`src/rtl/mau_pkg.sv`:
```
`default_nettype none
// ============================================================================
// Module      : mau_pkg
// Description : Shared types and default sizes for the memory access unit.
// Revision    : 1.0 - initial release
// ============================================================================
package mau_pkg;

  localparam int DEF_WORD_W  = 16;
  localparam int DEF_TIMEOUT = 15;

  typedef enum logic [1:0] {
    IDLE = 2'd0,
    WAIT = 2'd1,
    DONE = 2'd2,
    HOLD = 2'd3
  } mau_state_e;

  typedef enum logic {
    RD = 1'b0,
    WR = 1'b1
  } mau_kind_e;

endpackage
`default_nettype wire

```
`src/rtl/mau_timeout_ctr.sv`:
```
`default_nettype none
// ============================================================================
// Module      : mau_timeout_ctr
// Description : WAIT-cycle counter for the memory access unit. Held at zero
//               while clr is high; flags expired during the TIMEOUT-th
//               enabled cycle. Only instantiated when MAU_TIMEOUT_EN is set.
// Revision    : 1.0 - initial release
// ============================================================================
module mau_timeout_ctr #(
  parameter int TIMEOUT = mau_pkg::DEF_TIMEOUT
) (
  input  logic clk,
  input  logic reset_n,
  input  logic clr,
  input  logic en,
  output logic expired
);

  localparam int CNT_W = $clog2(TIMEOUT + 1);

  logic [CNT_W-1:0] cnt_q, cnt_d;

  // The current cycle is the TIMEOUT-th one when TIMEOUT-1 cycles have passed.
  assign expired = en && (cnt_q == CNT_W'(TIMEOUT - 1));

  // Next count: clear, or advance while enabled and not yet expired.
  always_comb begin
    cnt_d = cnt_q;
    if (clr) begin
      cnt_d = '0;
    end else if (en && !expired) begin
      cnt_d = cnt_q + CNT_W'(1);
    end
  end

  // Count register.
  always_ff @(posedge clk or negedge reset_n) begin
    if (!reset_n) begin
      cnt_q <= '0;
    end else begin
      cnt_q <= cnt_d;
    end
  end

endmodule
`default_nettype wire

```
`src/rtl/mem_access_unit.sv`:
```
`default_nettype none
// ============================================================================
// Module      : mem_access_unit
// Description : Converts the controller's level-held memory strobes into one
//               handshaked memory transaction per request, owns IR and MDR,
//               and pulses done on completion.
//               Optional WAIT timeout with sticky err: define MAU_TIMEOUT_EN.
// Revision    : 1.0 - initial release
// ============================================================================
module mem_access_unit #(
  parameter int WORD_W  = mau_pkg::DEF_WORD_W,
  parameter int TIMEOUT = mau_pkg::DEF_TIMEOUT
) (
  input  logic              clk,
  input  logic              reset_n,
  input  logic              mem_read,
  input  logic              mem_write,
  input  logic              i_or_d,
  input  logic              ir_write,
  input  logic [WORD_W-1:0] pc,
  input  logic [WORD_W-1:0] alu_out,
  input  logic [WORD_W-1:0] b_data,
  output logic [WORD_W-1:0] m_addr,
  output logic              m_rd,
  output logic              m_wr,
  output logic [WORD_W-1:0] m_wdata,
  input  logic [WORD_W-1:0] m_rdata,
  input  logic              m_ack,
  output logic [WORD_W-1:0] instr,
  output logic [WORD_W-1:0] mdr,
  output logic              done,
  output logic              busy,
  output logic              err
);

  import mau_pkg::*;

  mau_state_e        state_q, state_d;
  mau_kind_e         kind_q, kind_d;
  logic              irw_q, irw_d;
  logic              m_rd_q, m_rd_d;
  logic              m_wr_q, m_wr_d;
  logic              err_q, err_d;
  logic [WORD_W-1:0] m_addr_q, m_addr_d;
  logic [WORD_W-1:0] m_wdata_q, m_wdata_d;
  logic [WORD_W-1:0] instr_q, instr_d;
  logic [WORD_W-1:0] mdr_q, mdr_d;
  logic              in_wait;
  logic              expired;

  assign in_wait = (state_q == WAIT);

`ifdef MAU_TIMEOUT_EN
  mau_timeout_ctr #(
    .TIMEOUT (TIMEOUT)
  ) u_timeout_ctr (
    .clk     (clk),
    .reset_n (reset_n),
    .clr     (!in_wait),
    .en      (in_wait),
    .expired (expired)
  );
`else
  // Without the timeout option WAIT only ends on m_ack; TIMEOUT has no effect.
  logic unused_timeout;
  assign unused_timeout = in_wait && (TIMEOUT != 0);
  assign expired        = 1'b0;
`endif

  // Next-state and datapath updates; read wins over write when both requested.
  always_comb begin
    state_d   = state_q;
    kind_d    = kind_q;
    irw_d     = irw_q;
    m_rd_d    = m_rd_q;
    m_wr_d    = m_wr_q;
    err_d     = err_q;
    m_addr_d  = m_addr_q;
    m_wdata_d = m_wdata_q;
    instr_d   = instr_q;
    mdr_d     = mdr_q;
    case (state_q)
      IDLE: begin
        if (mem_read || mem_write) begin
          state_d   = WAIT;
          m_addr_d  = i_or_d ? alu_out : pc;
          m_wdata_d = b_data;
          kind_d    = mem_read ? RD : WR;
          irw_d     = ir_write;
          m_rd_d    = mem_read;
          m_wr_d    = !mem_read;
        end
      end
      WAIT: begin
        if (m_ack) begin
          state_d = DONE;
          m_rd_d  = 1'b0;
          m_wr_d  = 1'b0;
          if (kind_q == RD) begin
            mdr_d = m_rdata;
            if (irw_q) begin
              instr_d = m_rdata;
            end
          end
        end else if (expired) begin
          state_d = DONE;
          m_rd_d  = 1'b0;
          m_wr_d  = 1'b0;
          err_d   = 1'b1;
        end
      end
      DONE: begin
        state_d = HOLD;
      end
      HOLD: begin
        // Wait for the controller to drop its level request before re-arming.
        if (!mem_read && !mem_write) begin
          state_d = IDLE;
        end
      end
      default: begin
        state_d = IDLE;
      end
    endcase
  end

  // State and datapath registers; reset abandons any pending access.
  always_ff @(posedge clk or negedge reset_n) begin
    if (!reset_n) begin
      state_q   <= IDLE;
      kind_q    <= RD;
      irw_q     <= 1'b0;
      m_rd_q    <= 1'b0;
      m_wr_q    <= 1'b0;
      err_q     <= 1'b0;
      m_addr_q  <= '0;
      m_wdata_q <= '0;
      instr_q   <= '0;
      mdr_q     <= '0;
    end else begin
      state_q   <= state_d;
      kind_q    <= kind_d;
      irw_q     <= irw_d;
      m_rd_q    <= m_rd_d;
      m_wr_q    <= m_wr_d;
      err_q     <= err_d;
      m_addr_q  <= m_addr_d;
      m_wdata_q <= m_wdata_d;
      instr_q   <= instr_d;
      mdr_q     <= mdr_d;
    end
  end

  assign m_addr  = m_addr_q;
  assign m_rd    = m_rd_q;
  assign m_wr    = m_wr_q;
  assign m_wdata = m_wdata_q;
  assign instr   = instr_q;
  assign mdr     = mdr_q;
  assign err     = err_q;
  assign done    = (state_q == DONE);
  assign busy    = (state_q == WAIT) || (state_q == DONE);

endmodule
`default_nettype wire

```
`config.mk`:
```
export PLATFORM = sky130hd
export DESIGN_NAME = mem_access_unit
export DESIGN_NICKNAME = d
export VERILOG_FILES = /design/src/rtl/mau_pkg.sv /design/src/rtl/mau_timeout_ctr.sv /design/src/rtl/mem_access_unit.sv
export SDC_FILE = /design/constraint.sdc
export NUM_CORES = 1
export LEC_CHECK = 0
export BUFFER_PORTS_ARGS = -buffer_cell sky130_fd_sc_hd__buf_2
export CAP_MARGIN = 10
export CORE_ASPECT_RATIO = 0.75
export CORE_UTILIZATION = 46
export DETAILED_ROUTE_END_ITERATION = 12
export PLACE_DENSITY = 0.79
export SYNTH_ARGS = -nofsm -noshare
export SYNTH_HDL_FRONTEND = slang
export SYNTH_SLANG_ARGS = --single-unit
```
`constraint.sdc`:
```
create_clock -name clk -period 2.3 [get_ports clk]
set_clock_uncertainty 0.05 [all_clocks]
set_input_delay 0.345 -clock clk [delete_from_list [all_inputs] [get_ports clk]]
set_output_delay 0.345 -clock clk [all_outputs]
set_load 0.01 [all_outputs]
```
==> impl_metrics.py, run 1 <==
metrics = {
    "floorplanning": {
        "die_w_um": 95.0,
        "initial_core_util_pct": 47.5,
        "coreArea_um2": 6290,
        "ios": 140,
        "core.rowCount": 25,
        "fp.dieH_um": 71.8,
        "die_area_um2": 6820,
    },
    "timing": {
        "setup_viol": 0,
        "rsz0062_at_grt": "false",
        "hold_viol_final": 0,
        "slew_violations": 0,
        "final.setup.tns_ns": 0,
        "layout_min_cycle_time_ns": 1.81,
        "fin_crit_sh_pct": 78.7,
        "max_freq_ghz": 0.553,
    },
    "worst_setup_path": {
        "critPathMaxFanout": 4,
        "crit_required_ns": 2.47,
        "cp-end-kind": "flop",
        "slowest_stage": "dfrtp_1",
        "r2r_cells": 5,
        "path_class": "flop to flop",
        "max_stage_delay_ns": 0.43,
        "cpMostUsedCell": "inv_1",
        "r2r_end": "state_q[1]",
        "crit_family": "flip-flops",
        "regToRegSetupSlack_ns": 0.49,
        "crit_chain": "inv_1, ha_1, inv_1, o311ai_2, mux2_1",
        "cp.arrival_ns": 1.98,
        "path_buf_inv": 2,
        "cp-start-kind": "flop",
        "r2r_start": "state_q[1]",
    },
    "placement": {
        "placed_area_um2": 3740,
        "numPlacedInstances": 419,
        "place_congestion": 0.784,
        "port-buffer-count": 138,
        "dp_hpwl_mm": 4.65,
    },
    "synth": {
        "synth_cell_type_count": 26,
        "avgSynthCellArea_um2": 14.3,
        "syn-cell-area_um2": 2980,
        "synth_area_leaders": "dfrtp_1 (59%), mux2_2 (15%), mux2i_1 (5.7%)",
        "synth_seq_area_share_pct": 58.7,
        "postSynthCellCount": 208,
        "synthFlopType": "dfrtp_1",
        "synth_warnings": 0,
        "synth_top_cell_by_area": "dfrtp_1",
        "synth_edf_count": 0,
        "synth_async_sr_flop_share_pct": 100,
        "synth_top_cell_area_share_pct": 58.7,
        "syn-num-nets": 285,
        "ys_seq_elements": 70,
    },
    "cells_and_area": {
        "multi_input_area_um2": 1140,
        "layout.nets": 427,
        "layout_commonest_cell": "buf_2",
        "seq_area_um2": 1750,
        "drive_above_1_share_pct": 59.2,
        "fill_cells": 506,
        "area_growth_pct": 32.6,
        "stdcell_area_um2": 3960,
        "fin_cells": 436,
        "num_antenna_cells": 0,
        "most-common-layout-cells": "buf_2 (138), dfrtp_1 (70), mux2_2 (39)",
        "utilization_pct": 62.9,
    },
    "routing": {
        "vias": 2093,
        "vias_per_cell": 4.80,
        "wl_per_cell_um": 14.4,
        "drc": 0,
        "drtIter0Drc": 81,
        "wl_mm": 6.28,
        "drtAntennaViolNets": 0,
        "first_pass_iters": 4,
    },
    "cts": {
        "cts_tree": "done",
        "cts-buffers-inserted": 9,
        "cts.path.max_buffers": 2,
        "root_buffer": "clkbuf_8",
        "clkSinkCount": 70,
        "insertion_delay_ns": 0.34,
        "clkTransAtPathRegs_ns": 0.08,
        "htreeDepth": 3,
        "cts-resized-gates": 0,
    },
    "power_and_ir_drop": {
        "ir_worst_vdd_mv": 0.706,
        "p_per_area_nw_per_um2": 1370,
        "finalPower_mw": 5.41,
        "p_leak_nw": 2.08,
    },
    "hold_path": {
        "hold_path_end": "m_wdata[0]",
        "hold_path.startpoint": "b_data[0]",
        "hold_path_depth": 2,
        "hold_path_class": "input pin to flop",
    },
    "grt": {
        "grt_pass1_vias": 2156,
        "antenna_found_initial": 0,
        "grt-ovfl-total": 0,
        "grt_pass1_wl_mm": 10.1,
        "grt_start_max_net_pins": 71,
        "grtUsageTotal_pct": 19.7,
    },
    "status": {
        "status": "finished, final reports clean",
    },
    "job": {
        "cap_viol_max_count": 0,
    },
}
## timing repair
action / in CTS / in global routing
hold buffers: 1 / 0
endpoints found under the hold margin: 70 / 0
setup buffers: 0 / 0
## area by class of cell
type / instances / area share, %
well taps: 81 / 2.56
repair buffers: 141 / 18.7
inverters: 4 / 0.379
flip-flops and latches: 70 / 44.3
clock inverters: 6 / 1.74
clock buffers: 10 / 3.48
multi-input cells: 124 / 28.9
## report_power, final
group          switching, mW  internal [mW]  total [mW]
Combinational           1.09           1.14        2.23
Sequential             0.327           1.85        2.17
Clock                  0.472          0.538        1.01
## state kept, by name, summed over array words and instances, names as in the netlist
register and count:
mdr 16, m_wr 1, state_q 2, m_wdata 16
irw_q 1, m_rd 1, kind_q 1, instr 16
m_addr 16
## per-layer routing
layer	GRT usage (%)	vias to the layer above	routed length [µm]
met4	6.73	0	43
li1	-	1004	-
met5	0	-	0
met2	32.7	72	3190
met3	7.64	4	400
met1	23.6	1013	2650
## stage by stage
stage | hold WS, ns | worst slack [ns]
2_1_floorplan | -0.000591 | 0.670
3_3_place_gp | 0.343 | 0.580
3_5_place_dp | 0.349 | 0.500
4_1_cts | 0.160 | 0.494
5_1_grt | 0.159 | 0.383
6_report | 0.183 | 0.490
## Yosys cell counts, types with 2 or more instances
| library cell | instances |
|---|---|
| buf_2 | 2 |
| buf_4 | 2 |
| buf_6 | 4 |
| dfrtp_1 | 70 |
| ha_1 | 6 |
| inv_1 | 4 |
| mux2_2 | 39 |
| mux2_4 | 10 |
| mux2i_1 | 17 |
| nand2_1 | 17 |
| nand2b_1 | 2 |
| nor2_1 | 2 |
| o21ai_0 | 19 |
| o2bb2ai_1 | 2 |
## logic make-up (layout without fill, tap and decap cells)
group	after synthesis	count (layout)	synth area share, %
other	1	1	0.126
adder cells (fa/ha/maj)	6	6	2.52
AND/OR/NAND/NOR	25	25	4.44
flip-flops	70	70	58.7
multiplexers	67	67	25.8
buffers and inverters	14	161	3.27
AO/OA/AOI/OAI	25	25	5.12
## worst max path at each step
stage,start,endpoint,slack (ns),depth (start not counted)
6_report,state_q[1],state_q[1],0.49,5
3_3_place_gp,state_q[0],state_q[1],0.58,5
3_5_place_dp,state_q[1],state_q[1],0.50,5
5_1_grt,state_q[1],state_q[1],0.38,5
2_1_floorplan,state_q[0],state_q[1],0.67,5
4_1_cts,state_q[1],state_q[1],0.49,5
## worst reg2reg max path, cell delays in order (launching register included)
cell and delay, ns:
dfrtp_1 0.43, inv_1 0.14, ha_1 0.27, inv_1 0.09
o311ai_2 0.36, mux2_1 0.36
Power figures use the tool's default switching activity.
==> run 2: changes to the inputs <==
- CORE_UTILIZATION: 46 -> 42
- PLACE_DENSITY: 0.79 -> 0.76
- clock period: 2.3 -> 1.5 ns (I/O delays scaled with it)
==> run 2 against run 1 <==
The run now ends with negative setup slack left. Clock power increased by 67%. Utilization increased by 0.68 points. Via count increased by 5.8%. Global-route usage decreased by 0.91 points. Worst setup slack got worse by 0.50 ns. Sequential share of layout area decreased by 4.0 points. Sequential power increased by 53%. Non-clock buffer count increased by 25. Critical path type unchanged.
==> impl_metrics.py, run 2 (synthesized netlist as in run 1, its figures left out) <==
metrics = {
    "floorplanning": {
        "initial_core_util_pct": 43.7,
        "die_area_um2": 7450,
        "die_w_um": 99.3,
        "fp.dieH_um": 75,
        "ios": 140,
        "core.rowCount": 26,
        "coreArea_um2": 6830,
    },
    "cells_and_area": {
        "utilization_pct": 63.6,
        "fin_cells": 463,
        "fill_cells": 546,
        "layout.nets": 452,
        "layout_commonest_cell": "buf_2",
        "most-common-layout-cells": "buf_2 (136), dfrtp_1 (70), mux2_2 (31)",
        "num_antenna_cells": 0,
        "area_growth_pct": 45.7,
        "drive_above_1_share_pct": 64.9,
    },
    "worst_setup_path": {
        "crit_required_ns": 1.67,
        "cp-end-kind": "flop",
        "path_class": "flop to flop",
        "r2r_start": "state_q[1]",
        "crit_start": "state_q[1]",
        "cp-start-kind": "flop",
        "cp.arrival_ns": 1.68,
        "critPathMaxFanout": 4,
    },
    "timing": {
        "fin_crit_sh_pct": 101,
        "slew_violations": 0,
        "layout_min_cycle_time_ns": 1.51,
        "rsz0062_at_grt": "true",
        "max_freq_ghz": 0.662,
        "setup_ws_ns": -0.0113,
        "setup_viol": 1,
        "hold_viol_final": 0,
    },
    "grt": {
        "grt_pass1_wl_mm": 10.5,
        "grt_pass1_vias": 2213,
        "grt_start_max_net_pins": 38,
        "grt-ovfl-total": 0,
        "antenna_found_initial": 0,
        "grtUsageTotal_pct": 18.8,
    },
    "hold_path": {
        "hold_path_class": "input pin to flop",
        "hold_path.startpoint": "b_data[13]",
    },
    "routing": {
        "drtIter0Drc": 66,
        "wl_mm": 7.04,
        "vias_per_cell": 4.78,
        "wl_per_cell_um": 15.2,
        "drc": 0,
        "drtAntennaViolNets": 0,
        "first_pass_iters": 4,
        "vias": 2214,
    },
    "power_and_ir_drop": {
        "p_per_area_nw_per_um2": 2170,
        "p_leak_nw": 2.28,
        "internal_power_mw": 6.29,
        "p_switching_mw": 3.14,
        "pwr-share-seq_pct": 35.3,
        "swShare_pct": 33.3,
        "ir_worst_vdd_mv": 0.898,
        "combPwrFrac_pct": 46.8,
        "power.clock.fraction_pct": 17.9,
    },
    "placement": {
        "dp_hpwl_mm": 4.88,
        "place_congestion": 0.753,
        "port-buffer-count": 138,
        "numPlacedInstances": 432,
    },
    "cts": {
        "insertion_delay_ns": 0.34,
        "cts.path.max_buffers": 2,
        "clkTransAtPathRegs_ns": 0.07,
        "cts-buffers-inserted": 9,
        "clkSinkCount": 70,
        "htreeDepth": 3,
        "root_buffer": "clkbuf_8",
        "cts_tree": "done",
    },
    "job": {
        "cap_viol_max_count": 0,
    },
    "status": {
        "status": "finished with violations",
        "violations": "negative setup slack",
    },
}
-- run 2: per-layer routing --
layer	global-route usage [%]	routed length (µm)	up-vias
li1	-	-	1048
met1	21.8	3010	1055
met3	9.56	672	9
met4	6.86	97	0
met2	30.6	3260	102
met5	0	0	-
-- run 2: timing repair --
action	4_1_cts	5_1_grt
resized for setup	15	19
setup endpoints to repair	19	57
buffers inserted	7	6
pin swaps	2	2
gates cloned	0	2
hold endpoints to repair	70	0
hold buffers	1	0
-- run 2: path summary, 6_finish.rpt --
check                              end  slack [ns]  cells after the start
max                         state_q[1]       -0.01                      5
min                        m_wdata[13]        0.05                      2
max reg2reg                 state_q[1]       -0.01                      5
min reg2reg                 m_addr[13]        0.43                      2
max in group asynchronous   m_wdata[6]        0.61                      3
min in group asynchronous         m_wr        0.42                      3
-- run 2: per-stage QoR --
step / total power, mW / setup WS [ns] / setup TNS [ns] / area [µm²] / hold WS (ns)
global placement: 6.84 / 0.0274 / 0 / 3830 / 0.238
detailed placement: 7.01 / -0.115 / -0.365 / 3830 / 0.243
finish: 9.43 / -0.0113 / -0.0113 / 4350 / 0.0547
global route: 10.1 / -0.0599 / -0.910 / 4350 / 0.0382
CTS: 9.06 / -0.0308 / -0.218 / 4180 / 0.0416
floorplan: 5.47 / 0.0168 / 0 / 3000 / -0.121
-- run 2: worst max-delay path, cell delays in order (launching register included) --
cell and delay, ns:
dfrtp_1 0.40, inv_2 0.12, ha_4 0.19, inv_4 0.04
o311ai_4 0.26, mux2_4 0.34
-- run 2: power groups by stage --
stage | Combinational, mW | Clock, mW | Sequential [mW]
after detailed placement | 3.67 | 0 | 3.34
after floorplan | 1.72 | 0 | 3.75
after global routing | 4.78 | 1.84 | 3.45
after global placement | 3.54 | 0 | 3.30
after CTS | 4.00 | 1.74 | 3.32
final | 4.41 | 1.69 | 3.33
-- run 2: cell type report --
cell class	instances	area, µm²	share of cell area [%]
clock buffer	11	151	3.48
sequential	70	1750	40.3
inverter	4	17.5	0.403
timing repair buffer	166	981	22.6
clock inverter	4	70.1	1.61
tap	84	105	2.42
multi-input combinational	124	1270	29.2
==> run 3: changes to the inputs <==
--- a/config.mk
+++ b/config.mk
@@ -12,2 +12,3 @@
 export DETAILED_ROUTE_END_ITERATION = 12
+export MAX_ROUTING_LAYER = met4
 export PLACE_DENSITY = 0.76
--- a/constraint.sdc
+++ b/constraint.sdc
@@ -4,2 +4,2 @@
 set_output_delay 0.225 -clock clk [all_outputs]
-set_load 0.01 [all_outputs]
+set_load 0.05 [all_outputs]
==> run 3 against run 2 <==
The flow still finishes with violations (negative setup slack). Routed wire length is 1.2% lower. Sequential share of layout area rose by 0.39 points. Critical path depth is 1 lower. Critical endpoint is now done. Fmax grew 0.38%. Critical path type is now flop to primary output. Utilization down 0.60 points. Worst setup slack better by 0.0057 ns. Non-clock buffer count down 4. Cell count decreased by 0.86%. Register-to-register slack barely moved. Highest routed layer unchanged. Die area stayed put. First-iteration DRC count is 32% lower.
==> impl_metrics.py, run 3 (synthesized netlist as in run 1, its figures left out) <==
metrics = {
    "timing": {
        "slew_violations": 0,
        "final.setup.tns_ns": -0.0106,
        "setup_viol": 3,
        "hold_viol_final": 0,
        "layout_min_cycle_time_ns": 1.51,
        "setup_ws_ns": -0.00552,
        "whs_ns": 0.0591,
        "fin_crit_sh_pct": 100,
        "max_freq_ghz": 0.664,
        "rsz0062_at_grt": "true",
    },
    "grt": {
        "grt_pass1_wl_mm": 10.5,
        "grt_start_max_net_pins": 38,
        "antenna_found_initial": 0,
        "grt-ovfl-total": 0,
        "grtUsageTotal_pct": 19.4,
        "grt_pass1_vias": 2213,
    },
    "worst_setup_path": {
        "cp-start-kind": "flop",
        "crit_required_ns": 1.22,
        "crit_chain": "inv_2, buf_6, ha_4, buf_8",
        "max_stage_delay_ns": 0.40,
        "cp-end-kind": "primary output",
        "path_class": "flop to primary output",
        "cp-endpoint": "done",
        "crit_start": "state_q[0]",
        "regToRegSetupSlack_ns": 0,
        "crit_family": "flip-flops",
        "cp.arrival_ns": 1.23,
        "slowest_stage": "dfrtp_1",
        "r2r_cells": 5,
        "critPathMaxFanout": 3,
        "r2r_end": "state_q[1]",
        "r2r_start": "state_q[0]",
        "path_buf_inv": 3,
        "crit_cells": 4,
    },
    "hold_path": {
        "hold_path_class": "input pin to flop",
    },
    "routing": {
        "vias_per_cell": 4.82,
        "wl_per_cell_um": 15.2,
        "drc": 0,
        "drtAntennaViolNets": 0,
        "drtIter0Drc": 45,
        "first_pass_iters": 4,
        "wl_mm": 6.95,
        "vias": 2212,
    },
    "floorplanning": {
        "die_w_um": 99.3,
        "fp.dieH_um": 75,
        "initial_core_util_pct": 43.7,
        "ios": 140,
        "die_area_um2": 7450,
        "coreArea_um2": 6830,
        "core.rowCount": 26,
    },
    "cts": {
        "clkTransAtPathRegs_ns": 0.07,
        "cts-buffers-inserted": 9,
        "root_buffer": "clkbuf_8",
        "cts_tree": "done",
        "clkSinkCount": 70,
        "cts.path.max_buffers": 2,
        "htreeDepth": 3,
        "insertion_delay_ns": 0.34,
    },
    "status": {
        "status": "finished with violations",
        "violations": "negative setup slack",
    },
    "job": {
        "cap_viol_max_count": 0,
    },
    "cells_and_area": {
        "drive_above_1_share_pct": 64.5,
        "layout_commonest_cell": "buf_2",
        "most-common-layout-cells": "buf_2 (136), dfrtp_1 (70), mux2_2 (34)",
        "num_antenna_cells": 0,
        "area_growth_pct": 44.3,
        "layout.nets": 448,
    },
    "placement": {
        "place_congestion": 0.763,
        "pre_cts_ws_ns": -0.115,
        "dp_hpwl_mm": 4.88,
        "port-buffer-count": 138,
    },
}
[run 3: changes by cell type in the layout (fill, tap and decap cells not counted)]
| cell | previous run | this run |
|---|---|---|
| buf_6 | 8 | 4 |
| mux2_2 | 31 | 34 |
| mux2_4 | 19 | 16 |
| buf_4 | 18 | 16 |
| buf_8 | 0 | 2 |
[run 3: through the flow]
step | area [µm²] | utilization (%) | instances
after floorplan | 3000 | - | 208
after global placement | 3830 | 56.1 | 432
after detailed placement | 3830 | 56.1 | 432
after CTS | 4180 | 61.2 | 454
after global routing | 4310 | 63.0 | 459
final | 4310 | 63.0 | 459
[run 3: how the worst min path moves through the flow]
stage / startpoint / endpoint / slack [ns] / cells past startpoint
after floorplan: reset_n / instr[0] / -0.12 / 0
after global placement: reset_n / m_wr / 0.24 / 2
after detailed placement: reset_n / m_wr / 0.24 / 2
after CTS: b_data[13] / m_wdata[13] / 0.04 / 2
after global routing: b_data[11] / m_wdata[11] / 0.05 / 2
final: b_data[13] / m_wdata[13] / 0.06 / 2
[run 3: layout make-up]
type | count | area, µm²
sequential | 70 | 1750
fill | 553 | 2530
tap | 84 | 105
clock buffer | 11 | 151
clock inverter | 4 | 70.1
inverter | 4 | 17.5
timing repair buffer | 162 | 951
multi-input combinational | 124 | 1260
[run 3: repair_timing]
| action | 4_1_cts | 5_1_grt |
|---|---|---|
| buffers inserted | 6 | 4 |
| setup endpoints to repair | 19 | 51 |
| cloned | 0 | 1 |
| resized for setup | 19 | 15 |
| pin swaps | 3 | 2 |
| hold buffers | 1 | 0 |
| hold endpoints to repair | 70 | 0 |
[run 3: layer usage]
metal / global-route usage [%] / up-vias / routed length [µm]
li1: - / 1044 / -
met1: 22.1 / 1052 / 3000
met2: 30.8 / 106 / 3250
met3: 7.99 / 10 / 596
met4: 8.17 / 0 / 108
met5: - / - / 0
Power of run 3 is not shown: default switching activity piles up to over one toggle a cycle in this logic, so the estimate is an artifact.
